$ cat src/rtl/mem_lsu_pkg.sv
// Shared types, opcode encodings and byte-lane constants for the MEM stage.
package mem_lsu_pkg;

    typedef logic [7:0]  alu_op_t;    // AluOpBus
    typedef logic [31:0] reg_t;       // RegBus
    typedef logic [4:0]  reg_addr_t;  // RegAddrBus

    localparam reg_addr_t NOPRegAddr = 5'd0;
    localparam reg_t      ZeroWord   = 32'd0;

    localparam alu_op_t EXE_LB_OP  = 8'b1110_0000;
    localparam alu_op_t EXE_LH_OP  = 8'b1110_0001;
    localparam alu_op_t EXE_LW_OP  = 8'b1110_0011;
    localparam alu_op_t EXE_LBU_OP = 8'b1110_0100;
    localparam alu_op_t EXE_LHU_OP = 8'b1110_0101;
    localparam alu_op_t EXE_SB_OP  = 8'b1110_1000;
    localparam alu_op_t EXE_SH_OP  = 8'b1110_1001;
    localparam alu_op_t EXE_SW_OP  = 8'b1110_1011;

    // Big-endian lanes: byte offset 0 lives in bits 31:24 (sel bit 3).
    localparam logic [3:0] SelNone = 4'b0000;
    localparam logic [3:0] SelB0   = 4'b1000;
    localparam logic [3:0] SelB1   = 4'b0100;
    localparam logic [3:0] SelB2   = 4'b0010;
    localparam logic [3:0] SelB3   = 4'b0001;
    localparam logic [3:0] SelH0   = 4'b1100;
    localparam logic [3:0] SelH1   = 4'b0011;
    localparam logic [3:0] SelWord = 4'b1111;

    typedef enum logic {
        StIdle,
        StBusy
    } lsu_state_e;

    function automatic logic is_load_op(alu_op_t op);
        return op inside {EXE_LB_OP, EXE_LBU_OP, EXE_LH_OP, EXE_LHU_OP, EXE_LW_OP};
    endfunction

    function automatic logic is_store_op(alu_op_t op);
        return op inside {EXE_SB_OP, EXE_SH_OP, EXE_SW_OP};
    endfunction

endpackage

$ cat src/rtl/mem_lsu_if.sv
// Data-bus request/acknowledge interface between the LSU (master) and memory (slave).
interface mem_lsu_if;
    import mem_lsu_pkg::*;

    logic       dbus_req;
    logic       dbus_we;
    reg_t       dbus_addr;
    logic [3:0] dbus_sel;
    reg_t       dbus_wdata;
    reg_t       dbus_rdata;
    logic       dbus_ack;

    modport master (
        output dbus_req, dbus_we, dbus_addr, dbus_sel, dbus_wdata,
        input  dbus_rdata, dbus_ack
    );

    modport slave (
        input  dbus_req, dbus_we, dbus_addr, dbus_sel, dbus_wdata,
        output dbus_rdata, dbus_ack
    );

endinterface

$ cat src/rtl/mem_align.sv
// Combinational lane logic: request-side byte selects, store replication and
// misalignment; response-side lane extraction with sign/zero extension.
module mem_align
    import mem_lsu_pkg::*;
(
    input  alu_op_t    req_op_i,
    input  logic [1:0] req_off_i,
    input  reg_t       req_wdata_i,
    output logic [3:0] sel_o,
    output reg_t       wdata_o,
    output logic       misalign_o,
    input  alu_op_t    rsp_op_i,
    input  logic [1:0] rsp_off_i,
    input  reg_t       rdata_i,
    output reg_t       rdata_o
);

    logic [7:0]  byte_v;
    logic [15:0] half_v;

    // Request side: lanes, replicated store data and alignment check.
    always_comb begin
        sel_o      = SelNone;
        wdata_o    = ZeroWord;
        misalign_o = 1'b0;
        case (req_op_i)
            EXE_LB_OP, EXE_LBU_OP, EXE_SB_OP: begin
                wdata_o = {4{req_wdata_i[7:0]}};
                case (req_off_i)
                    2'b00:   sel_o = SelB0;
                    2'b01:   sel_o = SelB1;
                    2'b10:   sel_o = SelB2;
                    default: sel_o = SelB3;
                endcase
            end
            EXE_LH_OP, EXE_LHU_OP, EXE_SH_OP: begin
                wdata_o    = {2{req_wdata_i[15:0]}};
                misalign_o = req_off_i[0];
                sel_o      = req_off_i[1] ? SelH1 : SelH0;
            end
            EXE_LW_OP, EXE_SW_OP: begin
                wdata_o    = req_wdata_i;
                misalign_o = |req_off_i;
                sel_o      = SelWord;
            end
            default: ;
        endcase
    end

    // Response side: pick the addressed lane and extend to a full word.
    always_comb begin
        byte_v  = 8'h00;
        half_v  = rsp_off_i[1] ? rdata_i[15:0] : rdata_i[31:16];
        rdata_o = ZeroWord;
        case (rsp_off_i)
            2'b00:   byte_v = rdata_i[31:24];
            2'b01:   byte_v = rdata_i[23:16];
            2'b10:   byte_v = rdata_i[15:8];
            default: byte_v = rdata_i[7:0];
        endcase
        case (rsp_op_i)
            EXE_LB_OP:  rdata_o = {{24{byte_v[7]}}, byte_v};
            EXE_LBU_OP: rdata_o = {24'h0, byte_v};
            EXE_LH_OP:  rdata_o = {{16{half_v[15]}}, half_v};
            EXE_LHU_OP: rdata_o = {16'h0, half_v};
            EXE_LW_OP:  rdata_o = rdata_i;
            default:    rdata_o = ZeroWord;
        endcase
    end

endmodule

$ cat src/rtl/mem_lsu.sv
// MEM stage merged with the MEM/WB register: passes ALU results through and runs
// load/store transactions on the data bus with a timeout.
module mem_lsu
    import mem_lsu_pkg::*;
#(
    parameter int unsigned TIMEOUT_CYCLES = 64,
    parameter int unsigned TMO_W          = 7
) (
    input  logic       clk,
    input  logic       rst,
    input  reg_addr_t  mem_waddr,
    input  logic       mem_wreg,
    input  reg_t       mem_wdata,
    input  alu_op_t    mem_aluop,
    input  reg_t       mem_addr,
    input  reg_t       mem_reg2,
    input  logic       flush,
    output logic       stallreq,
    mem_lsu_if.master  dbus,
    output reg_addr_t  wb_waddr,
    output logic       wb_wreg,
    output reg_t       wb_wdata,
    output logic       excp_adel,
    output logic       excp_ades,
    output logic       bus_err
);

    localparam logic [TMO_W-1:0] TmoLast = TMO_W'(TIMEOUT_CYCLES - 1);

    lsu_state_e       state_q, state_d;
    logic [TMO_W-1:0] cnt_q, cnt_d;
    logic             abort_q, abort_d;
    alu_op_t          op_q, op_d;
    logic [1:0]       off_q, off_d;
    reg_addr_t        waddr_q, waddr_d;
    logic             req_q, req_d;
    logic             we_q, we_d;
    reg_t             addr_q, addr_d;
    logic [3:0]       sel_q, sel_d;
    reg_t             bwdata_q, bwdata_d;
    reg_addr_t        wb_waddr_q, wb_waddr_d;
    logic             wb_wreg_q, wb_wreg_d;
    reg_t             wb_wdata_q, wb_wdata_d;
    logic             adel_q, adel_d;
    logic             ades_q, ades_d;
    logic             bus_err_q, bus_err_d;

    logic       is_load, is_store, timeout;
    logic       misalign;
    logic [3:0] req_sel;
    reg_t       req_wdata;
    reg_t       rsp_data;

    assign is_load  = is_load_op(mem_aluop);
    assign is_store = is_store_op(mem_aluop);
    assign timeout  = (state_q == StBusy) && (cnt_q == TmoLast);

    mem_align u_align (
        .req_op_i    (mem_aluop),
        .req_off_i   (mem_addr[1:0]),
        .req_wdata_i (mem_reg2),
        .sel_o       (req_sel),
        .wdata_o     (req_wdata),
        .misalign_o  (misalign),
        .rsp_op_i    (op_q),
        .rsp_off_i   (off_q),
        .rdata_i     (dbus.dbus_rdata),
        .rdata_o     (rsp_data)
    );

    // Next-state, stall request and writeback selection.
    always_comb begin
        state_d    = state_q;
        cnt_d      = cnt_q;
        abort_d    = abort_q;
        op_d       = op_q;
        off_d      = off_q;
        waddr_d    = waddr_q;
        req_d      = req_q;
        we_d       = we_q;
        addr_d     = addr_q;
        sel_d      = sel_q;
        bwdata_d   = bwdata_q;
        wb_waddr_d = wb_waddr_q;
        wb_wreg_d  = 1'b0;
        wb_wdata_d = wb_wdata_q;
        adel_d     = 1'b0;
        ades_d     = 1'b0;
        bus_err_d  = 1'b0;
        stallreq   = 1'b0;
        case (state_q)
            StIdle: begin
                wb_waddr_d = mem_waddr;
                wb_wdata_d = mem_wdata;
                wb_wreg_d  = mem_wreg && !flush && !is_load && !is_store;
                if (!flush && (is_load || is_store)) begin
                    if (misalign) begin
                        adel_d = is_load;
                        ades_d = is_store;
                    end else begin
                        stallreq = 1'b1;
                        state_d  = StBusy;
                        cnt_d    = '0;
                        abort_d  = 1'b0;
                        op_d     = mem_aluop;
                        off_d    = mem_addr[1:0];
                        waddr_d  = mem_waddr;
                        req_d    = 1'b1;
                        we_d     = is_store;
                        addr_d   = {mem_addr[31:2], 2'b00};
                        sel_d    = req_sel;
                        bwdata_d = req_wdata;
                    end
                end
            end
            StBusy: begin
                // Flush never shortens the bus transaction; it only discards the result.
                stallreq = !dbus.dbus_ack && !timeout;
                cnt_d    = cnt_q + TMO_W'(1);
                if (flush) begin
                    abort_d = 1'b1;
                end
                if (dbus.dbus_ack) begin
                    state_d = StIdle;
                    req_d   = 1'b0;
                    we_d    = 1'b0;
                    if (is_load_op(op_q) && !abort_q && !flush) begin
                        wb_wreg_d  = 1'b1;
                        wb_waddr_d = waddr_q;
                        wb_wdata_d = rsp_data;
                    end
                end else if (timeout) begin
                    state_d   = StIdle;
                    req_d     = 1'b0;
                    we_d      = 1'b0;
                    bus_err_d = 1'b1;
                end
            end
            default: state_d = StIdle;
        endcase
    end

    // State, bus and writeback registers.
    always_ff @(posedge clk or posedge rst) begin
        if (rst) begin
            state_q    <= StIdle;
            cnt_q      <= '0;
            abort_q    <= 1'b0;
            op_q       <= '0;
            off_q      <= 2'b00;
            waddr_q    <= NOPRegAddr;
            req_q      <= 1'b0;
            we_q       <= 1'b0;
            addr_q     <= ZeroWord;
            sel_q      <= SelNone;
            bwdata_q   <= ZeroWord;
            wb_waddr_q <= NOPRegAddr;
            wb_wreg_q  <= 1'b0;
            wb_wdata_q <= ZeroWord;
            adel_q     <= 1'b0;
            ades_q     <= 1'b0;
            bus_err_q  <= 1'b0;
        end else begin
            state_q    <= state_d;
            cnt_q      <= cnt_d;
            abort_q    <= abort_d;
            op_q       <= op_d;
            off_q      <= off_d;
            waddr_q    <= waddr_d;
            req_q      <= req_d;
            we_q       <= we_d;
            addr_q     <= addr_d;
            sel_q      <= sel_d;
            bwdata_q   <= bwdata_d;
            wb_waddr_q <= wb_waddr_d;
            wb_wreg_q  <= wb_wreg_d;
            wb_wdata_q <= wb_wdata_d;
            adel_q     <= adel_d;
            ades_q     <= ades_d;
            bus_err_q  <= bus_err_d;
        end
    end

    assign dbus.dbus_req   = req_q;
    assign dbus.dbus_we    = we_q;
    assign dbus.dbus_addr  = addr_q;
    assign dbus.dbus_sel   = sel_q;
    assign dbus.dbus_wdata = bwdata_q;
    assign wb_waddr        = wb_waddr_q;
    assign wb_wreg         = wb_wreg_q;
    assign wb_wdata        = wb_wdata_q;
    assign excp_adel       = adel_q;
    assign excp_ades       = ades_q;
    assign bus_err         = bus_err_q;

endmodule

$ cat src/flat_wrapper.sv
// flat-port wrapper written by rule: the top's interface ports become plain ports
module mem_lsu_flat import mem_lsu_pkg::*;
#(
    parameter int unsigned TIMEOUT_CYCLES = 64,
    parameter int unsigned TMO_W          = 7
)
  (clk, rst, mem_waddr, mem_wreg, mem_wdata, mem_aluop, mem_addr, mem_reg2, flush, stallreq, wb_waddr, wb_wreg, wb_wdata, excp_adel, excp_ades, bus_err, dbus_dbus_req, dbus_dbus_we, dbus_dbus_addr, dbus_dbus_sel, dbus_dbus_wdata, dbus_dbus_rdata, dbus_dbus_ack);
  mem_lsu_if dbus_i ();
  input  logic clk;
  input  logic rst;
  input  reg_addr_t mem_waddr;
  input  logic mem_wreg;
  input  reg_t mem_wdata;
  input  alu_op_t mem_aluop;
  input  reg_t mem_addr;
  input  reg_t mem_reg2;
  input  logic flush;
  output logic stallreq;
  output reg_addr_t wb_waddr;
  output logic wb_wreg;
  output reg_t wb_wdata;
  output logic excp_adel;
  output logic excp_ades;
  output logic bus_err;
  output wire logic [$bits(dbus_i.dbus_req)-1:0] dbus_dbus_req;
  output wire logic [$bits(dbus_i.dbus_we)-1:0] dbus_dbus_we;
  output wire logic [$bits(dbus_i.dbus_addr)-1:0] dbus_dbus_addr;
  output wire logic [$bits(dbus_i.dbus_sel)-1:0] dbus_dbus_sel;
  output wire logic [$bits(dbus_i.dbus_wdata)-1:0] dbus_dbus_wdata;
  input wire logic [$bits(dbus_i.dbus_rdata)-1:0] dbus_dbus_rdata;
  input wire logic [$bits(dbus_i.dbus_ack)-1:0] dbus_dbus_ack;
  assign dbus_dbus_req = dbus_i.dbus_req;
  assign dbus_dbus_we = dbus_i.dbus_we;
  assign dbus_dbus_addr = dbus_i.dbus_addr;
  assign dbus_dbus_sel = dbus_i.dbus_sel;
  assign dbus_dbus_wdata = dbus_i.dbus_wdata;
  assign dbus_i.dbus_rdata = dbus_dbus_rdata;
  assign dbus_i.dbus_ack = dbus_dbus_ack;
  mem_lsu #(.TIMEOUT_CYCLES(TIMEOUT_CYCLES), .TMO_W(TMO_W)) u_core (.clk(clk), .rst(rst), .mem_waddr(mem_waddr), .mem_wreg(mem_wreg), .mem_wdata(mem_wdata), .mem_aluop(mem_aluop), .mem_addr(mem_addr), .mem_reg2(mem_reg2), .flush(flush), .stallreq(stallreq), .dbus(dbus_i), .wb_waddr(wb_waddr), .wb_wreg(wb_wreg), .wb_wdata(wb_wdata), .excp_adel(excp_adel), .excp_ades(excp_ades), .bus_err(bus_err));
endmodule
$ cat config.mk
export PLATFORM = sky130hd
export DESIGN_NAME = mem_lsu_flat
export DESIGN_NICKNAME = d
export VERILOG_FILES = /design/src/rtl/mem_lsu_pkg.sv /design/src/rtl/mem_lsu_if.sv /design/src/rtl/mem_align.sv /design/src/rtl/mem_lsu.sv /design/src/flat_wrapper.sv
export SDC_FILE = /design/constraint.sdc
export NUM_CORES = 1
export LEC_CHECK = 0
export BUFFER_PORTS_ARGS = -buffer_cell sky130_fd_sc_hd__buf_2
export CAP_MARGIN = 20
export CORE_MARGIN = 4
export CORE_UTILIZATION = 44
export CTS_CLUSTER_SIZE = 20
export DETAILED_ROUTE_END_ITERATION = 10
export GPL_ROUTABILITY_DRIVEN = 0
export PLACE_DENSITY = 0.76
export SLEW_MARGIN = 10
export SYNTH_ARGS = -nofsm -noshare
export SYNTH_HDL_FRONTEND = slang
export SYNTH_SLANG_ARGS = --single-unit
$ cat constraint.sdc
create_clock -name clk -period 4.1 [get_ports clk]
set_clock_uncertainty 0.05 [all_clocks]
set_input_delay 0.205 -clock clk [delete_from_list [all_inputs] [get_ports clk]]
set_output_delay 0.205 -clock clk [all_outputs]
set_load 0.1 [all_outputs]
Word-level counts from Yosys, hierarchy flattened. Cells that the tools add are included.

Logic and storage cells: 120. Register bits after elaboration: 133. Bits of input ports: 146.

Eq/ne operators: 24. $add $sub $neg: 1. Bitwise logic cells: 2. Multiplexer cells: 47. Reductions and logical operators: 29.

Operators with widths (count): $pmux W32 S5 (1); $eq A8 B8 Y1 const B (13); $pmux W32 S3 (1); $mux W32 (2); $pmux W32 S2 (1); $mux W1 (24); $pmux W4 S3 (2); $pmux W8 S3 (1); $mux W16 (1); $mux W7 (2); $pmux W1 S2 (7); $pmux W7 S2 (1); $mux W5 (2); $pmux W5 S2 (1); $reduce_bool A5 Y1 (2); $reduce_and A3 Y1 (3); $logic_and A1 B1 Y1 (8); $ne A2 B2 Y1 const B (4); $add A7 B1 Y7 const B (1); $eq A7 B6 Y1 const B (1); $logic_not A1 Y1 (6); $reduce_or A3 Y1 (2); $eq A2 B1 Y1 const B (2); $eq A2 B2 Y1 const B (2); other kinds (9) (13).

Logic depth before layout (Yosys ltp).
Depth after elaboration: 7. Mapped depth: 8. Mapped depth without buffers: 5.

Cells and area by module. From an unflattened synthesis, not the netlist that was laid out.

Cells, all modules: 612. Area, all modules: 6708.9 um^2.

Modules (own cells, without submodules): mem_lsu (times used 1, area an instance 5341.4 um^2, cells each 415, sequential area each 3328.2 um^2); mem_align (times used 1, area an instance 1367.6 um^2, cells each 197, sequential area each 0.0 um^2).

Least setup slack after synthesis. OpenSTA, ideal clock, no wires.

Path type: input -> output. Start: input mem_aluop[1]. End: output stallreq. Arrival time: 2.330 ns. Setup slack: 1.515 ns. Path buffers: 4. Cell stages on the path: 8. Required time: 3.845 ns. Cell sequence: buf_2 > nor2b_1 > or3b_1 > clkbuf_1 > nor4_4 > buf_4 > buf_4 > a21o_1.

Word-level cells in the longest chain between the ends: 6. Elaborated cells on any way between the ends: 18.

RTL lines: from (decl) (RTL line flat_wrapper.sv:14) `input alu_op_t mem_aluop;`; $eq A8 B8 Y1 (on tied branches) (RTL line mem_lsu_pkg.sv:40, mem_align.sv:26, mem_lsu_pkg.sv:36); $reduce_or A3 Y1 (tied with other cells) (RTL line mem_align.sv:26) `case (req_op_i)`; $pmux W1 S2 or $logic_or A1 B1 Y1 (tied branches) (RTL line mem_align.sv:26, mem_lsu.sv:96); $mux W1 or $logic_and A1 B1 Y1 (tied branches) (RTL line mem_lsu.sv:97, mem_lsu.sv:96); $mux W1 (*) (RTL line mem_lsu.sv:96) `if (!flush && (is_load || is_store)) begin`; $pmux W1 S2 (*) (RTL line mem_lsu.sv:91) `case (state_q)`; to (decl) (RTL line flat_wrapper.sv:18) `output logic stallreq;`.

Every way passes the cells marked *; elsewhere a longest branch is shown, timed or not.

Final worst setup path.
Start: input mem_aluop[3]. End: output stallreq.

The elaborated chain is that of the path after synthesis.

==> flow_summary.rst <==
.. list-table::
   :header-rows: 1

   * - Metric
     - Value
   * - Share of total power in combinational logic
     - 0.322
   * - FP Rows
     - between 40 and 50
   * - Required arrival time at the worst endpoint
     - 3.85 ns
   * - Final clock period utilization by the worst path
     - 0.7106
   * - Maximum achievable frequency
     - ~340 MHz
   * - Worst slew margin relative to its limit
     - 0.3562
   * - Die area
     - between 15000 and 20000 um2
   * - Critical path's largest stage delay
     - between 0.5 and 0.6 ns
   * - Number of nets in the finished design
     - around 1000
   * - Number of global-route vias before repair
     - just over 6000
   * - Flop pwr share
     - 0.358
   * - Filler Cell Count
     - about 1200
   * - Number of buffers created by CTS
     - 17
   * - Static power due to leakage
     - between 4 and 5 nW
   * - Standard cell area after detailed placement
     - about 8000 um2
   * - Area grow syn2layout
     - 36.30%
   * - Total stage count of the critical path
     - 8
   * - Remaining antenna violation count
     - 0
   * - Fraction of power spent switching nets
     - 0.4055
   * - Post-Synthesis Cells
     - just under 600
   * - Drt wl/cell
     - 19.06 um
   * - Area of the placeable core
     - about 15000 um2
   * - Commonest cells after routing, fill and taps aside
     - buf_2 (255), dfrtp_1 (132), mux2_2 (79)
   * - Number of buffers added on ports
     - around 260
   * - Clock power frac
     - 0.320
   * - Internal
     - between 2 and 3 mW
   * - Number of hold-repair buffers added at the cts stage
     - 45
   * - Initial standard-cell utilization of the core
     - 0.4512
   * - Finished Cell Area
     - about 9000 um2
   * - Number of levels the H-tree was split into
     - 4
   * - Post-Synthesis Mean Instance Area
     - 11.03 um2
   * - Portion of the post-synthesis area used by sequential elements
     - 0.5056
   * - Number of max-capacitance violations reported
     - 0
   * - WHS Path Cells
     - 3
   * - Avg Vias per Cell
     - about 5.4
   * - Clock-pin slew on the worst setup and hold paths
     - roughly 0.06 ns
   * - Most common cell after layout, fill and taps aside
     - buf_2
   * - Cell class contributing the biggest share of worst-path delay
     - buffers and inverters
   * - Iteration count of the initial detailed-routing pass
     - 5
   * - Number of distinct library cells after synthesis
     - just under 60
   * - Number of warnings reported in the yosys synthesis log
     - 0
   * - Count of flip-flops with a built-in enable after synthesis
     - 0
   * - Setup crit end kind
     - primary output
   * - Synth Register Bits
     - 133
   * - Hpwl dp
     - 13.97 mm
   * - I/O pin count
     - 258
   * - CTS sink cnt
     - approximately 130
   * - Slowest CP cell
     - dlygate4sd3_1
   * - Leading register cell type out of synthesis
     - dfrtp_1
   * - Max-slew violation count
     - 0
   * - Initial antenna violation count
     - 1
   * - Fraction of final layout cells sized beyond drive strength 1
     - 0.4334
   * - Peak supply drop
     - 0.4213 mV
   * - Portion of synthesized cell area occupied by the leading cell type
     - 0.5056
   * - Most common cell type on the critical path
     - buf_2
   * - Final Hold Viols
     - 0
   * - Worst setup path class
     - input port to primary output
   * - Number of design rule violations left after detail routing
     - 0
   * - Ratio of total power to cell area
     - around 500 nW/um2
   * - Total wire length
     - around 20 mm
   * - Cell chain of the critical path
     - dlygate4sd3_1, buf_2, o21ai_1, or3b_1, nor4_4, buf_4, a21o_1, buf_2
   * - Vias
     - 5864
   * - Final period demand of the worst path
     - ~2.9 ns
   * - Post-CTS setup buffers
     - 0
   * - Largest net degree at the start of global routing
     - 108
   * - Horizontal extent of the die
     - roughly 130 um
   * - Share of flip-flops with an asynchronous set or reset after synthesis
     - 1.000
   * - Clock latency of the later-clocked register in the worst-skew pair
     - between 0.4 and 0.5 ns
   * - Worst-path fanout max
     - 17
   * - Dominant cell type by area after synthesis
     - dfrtp_1
   * - CTS Buffer Depth
     - 2
   * - Iteration-0 DRC Markers
     - roughly 340
   * - # setup viols final
     - 0
   * - Cells resized by post-CTS repair
     - 0
   * - Total congestion overflow after global routing
     - 0
   * - Arrival time worst endpoint
     - 2.66 ns
   * - Net switching power
     - about 1.8 mW
   * - Setup repair after global routing missed its margin
     - false
   * - Slew at the pin closest to its max-slew limit
     - 0.9657 ns
   * - Total track usage
     - 0.2421
   * - Sort of element at the start of the critical path
     - input port
   * - TritonCTS clock tree
     - yes
   * - Die Y
     - ~130 um
   * - Area of the mapped netlist
     - around 6600 um2
   * - Setup TNS
     - 0 ns
   * - Logic depth of the worst register-to-register path
     - 5
   * - Run status
     - finished, final reports clean
   * - Ranking of synthesized cells by area
     - dfrtp_1 (51%), mux2_2 (14%), nand2_1 (2.8%), mux2i_1 (2.7%), a21oi_1 (2.0%)
   * - Global-route wire length before repair
     - 31.94 mm
   * - Critical path buffer and inverter count
     - 4
   * - Hold Path Class
     - input port to flip-flop
   * - Cell chosen for the clock root
     - clkbuf_16
-- layout make-up --
class                      instances  area, um2  share of cell area
antenna                            1      2.502           0.0002789
clock buffer                      22      484.2             0.05397
clock inverter                    10      72.57            0.008088
inverter                           9      38.79            0.004323
multi-input combinational        408       2993              0.3336
sequential                       133       3329              0.3711
tap                              184      230.2             0.02566
timing repair buffer             311       1822              0.2030
-- worst paths after layout --
kind | startpoint | slack, ns | end
setup / recovery | mem_aluop[3] | 1.19 | stallreq
hold / removal | mem_wdata[11] | 0.02 | u_core.wb_wdata[11]
setup reg to reg | u_core.op_q[0] | 1.39 | u_core.wb_wdata[24]
hold reg to reg | u_core.op_q[7] | 0.42 | u_core.op_q[7]
max in group asynchronous | rst | 2.52 | u_core.excp_ades
min in group asynchronous | rst | 0.51 | u_core.dbus.dbus_addr[29]
-- registers in the layout, summed over array words and instances (netlist names) --
signal and flops:
u_core.off_q 2, u_core.cnt_q 7, u_core.state_q 1, u_core.dbus.dbus_sel 4
u_core.excp_adel 1, u_core.wb_wreg 1, u_core.dbus.dbus_req 1, u_core.excp_ades 1
u_core.dbus.dbus_we 1, u_core.wb_waddr 5, u_core.op_q 8, u_core.abort_q 1
u_core.wb_wdata 32, u_core.waddr_q 5, u_core.bus_err 1, u_core.dbus.dbus_wdata 32
u_core.dbus.dbus_addr 30
-- cell usage after synthesis (2+ instances only) --
cell type / number
dfrtp_1: 133
nor2_1: 30
o21ai_0: 10
o22ai_1: 10
o221ai_1: 8
nand3b_1: 10
and2_1: 16
xor2_1: 2
a221oi_1: 5
a21oi_1: 26
nand2b_1: 14
a31oi_1: 16
a22oi_1: 16
or3b_1: 2
nand4b_1: 2
nand3_1: 11
mux2_2: 79
mux2_1: 5
clkbuf_1: 29
mux2i_1: 18
o2bb2ai_1: 8
buf_4: 9
inv_1: 8
a21o_1: 2
nand4_1: 2
nor2b_1: 13
nand2_1: 49
nor3_1: 5
or2_2: 4
o31a_1: 2
a211oi_1: 17
or3_1: 2
and3b_1: 2
buf_2: 7
a22o_1: 2
-- layer usage --
layer | global-route usage | wire length [um] | vias to the layer above | part of all wire
met5 | 0 | 7 | - | 0.00034
met4 | 0.08985 | 452 | 2 | 0.022
met3 | 0.08514 | 1981 | 39 | 0.096
met2 | 0.4074 | 10030 | 250 | 0.49
met1 | 0.2863 | 8080 | 2834 | 0.39
li1 | - | - | 2739 | -
-- power by group through the flow --
stage	clock, mW	sequential [mW]	combinational [mW]
after floorplan	0	2.33	0.366
after global placement	0	1.60	1.38
after detailed placement	0	1.60	1.39
after CTS	1.44	1.58	1.43
after global routing	1.51	1.61	1.50
final	1.42	1.59	1.43
-- cell families (layout without fill, tap and decap cells) --
group                      count (synthesis)  after routing  share of synthesized area
and+or+nand+nor                          167            167                     0.1329
AOI/OAI and AO/OA                        134            134                     0.1450
DFF                                      133            133                     0.5056
muxes                                    102            102                     0.1711
buffers and inverters                     57            352                    0.04029
xor gates and xnor gates                   2              2                   0.002662
adders and majority gates                  1              1                   0.001900
other                                      1              3                  0.0005697
-- metrics by stage --
stage	power [mW]	utilization	std cells	worst slack (ns)	hold WS (ns)
floorplan	2.692	-	598	0.2906	0.2214
CTS	4.451	0.6148	1077	1.181	0.001156
detailed placement	2.995	0.5458	1000	1.392	0.3769
global route	4.618	0.6148	1077	1.051	0.01193
finish	4.444	0.6150	1078	1.186	0.01535
global placement	2.977	0.5458	1000	1.419	0.3729
-- tightest hold or removal path: cells and delay by family --
family / cells / cell delay (ns)
AOI/OAI and AO/OA: 2 / 0.16
buffers and inverters: 1 / 0.08
(Power assumes the default switching activity.)
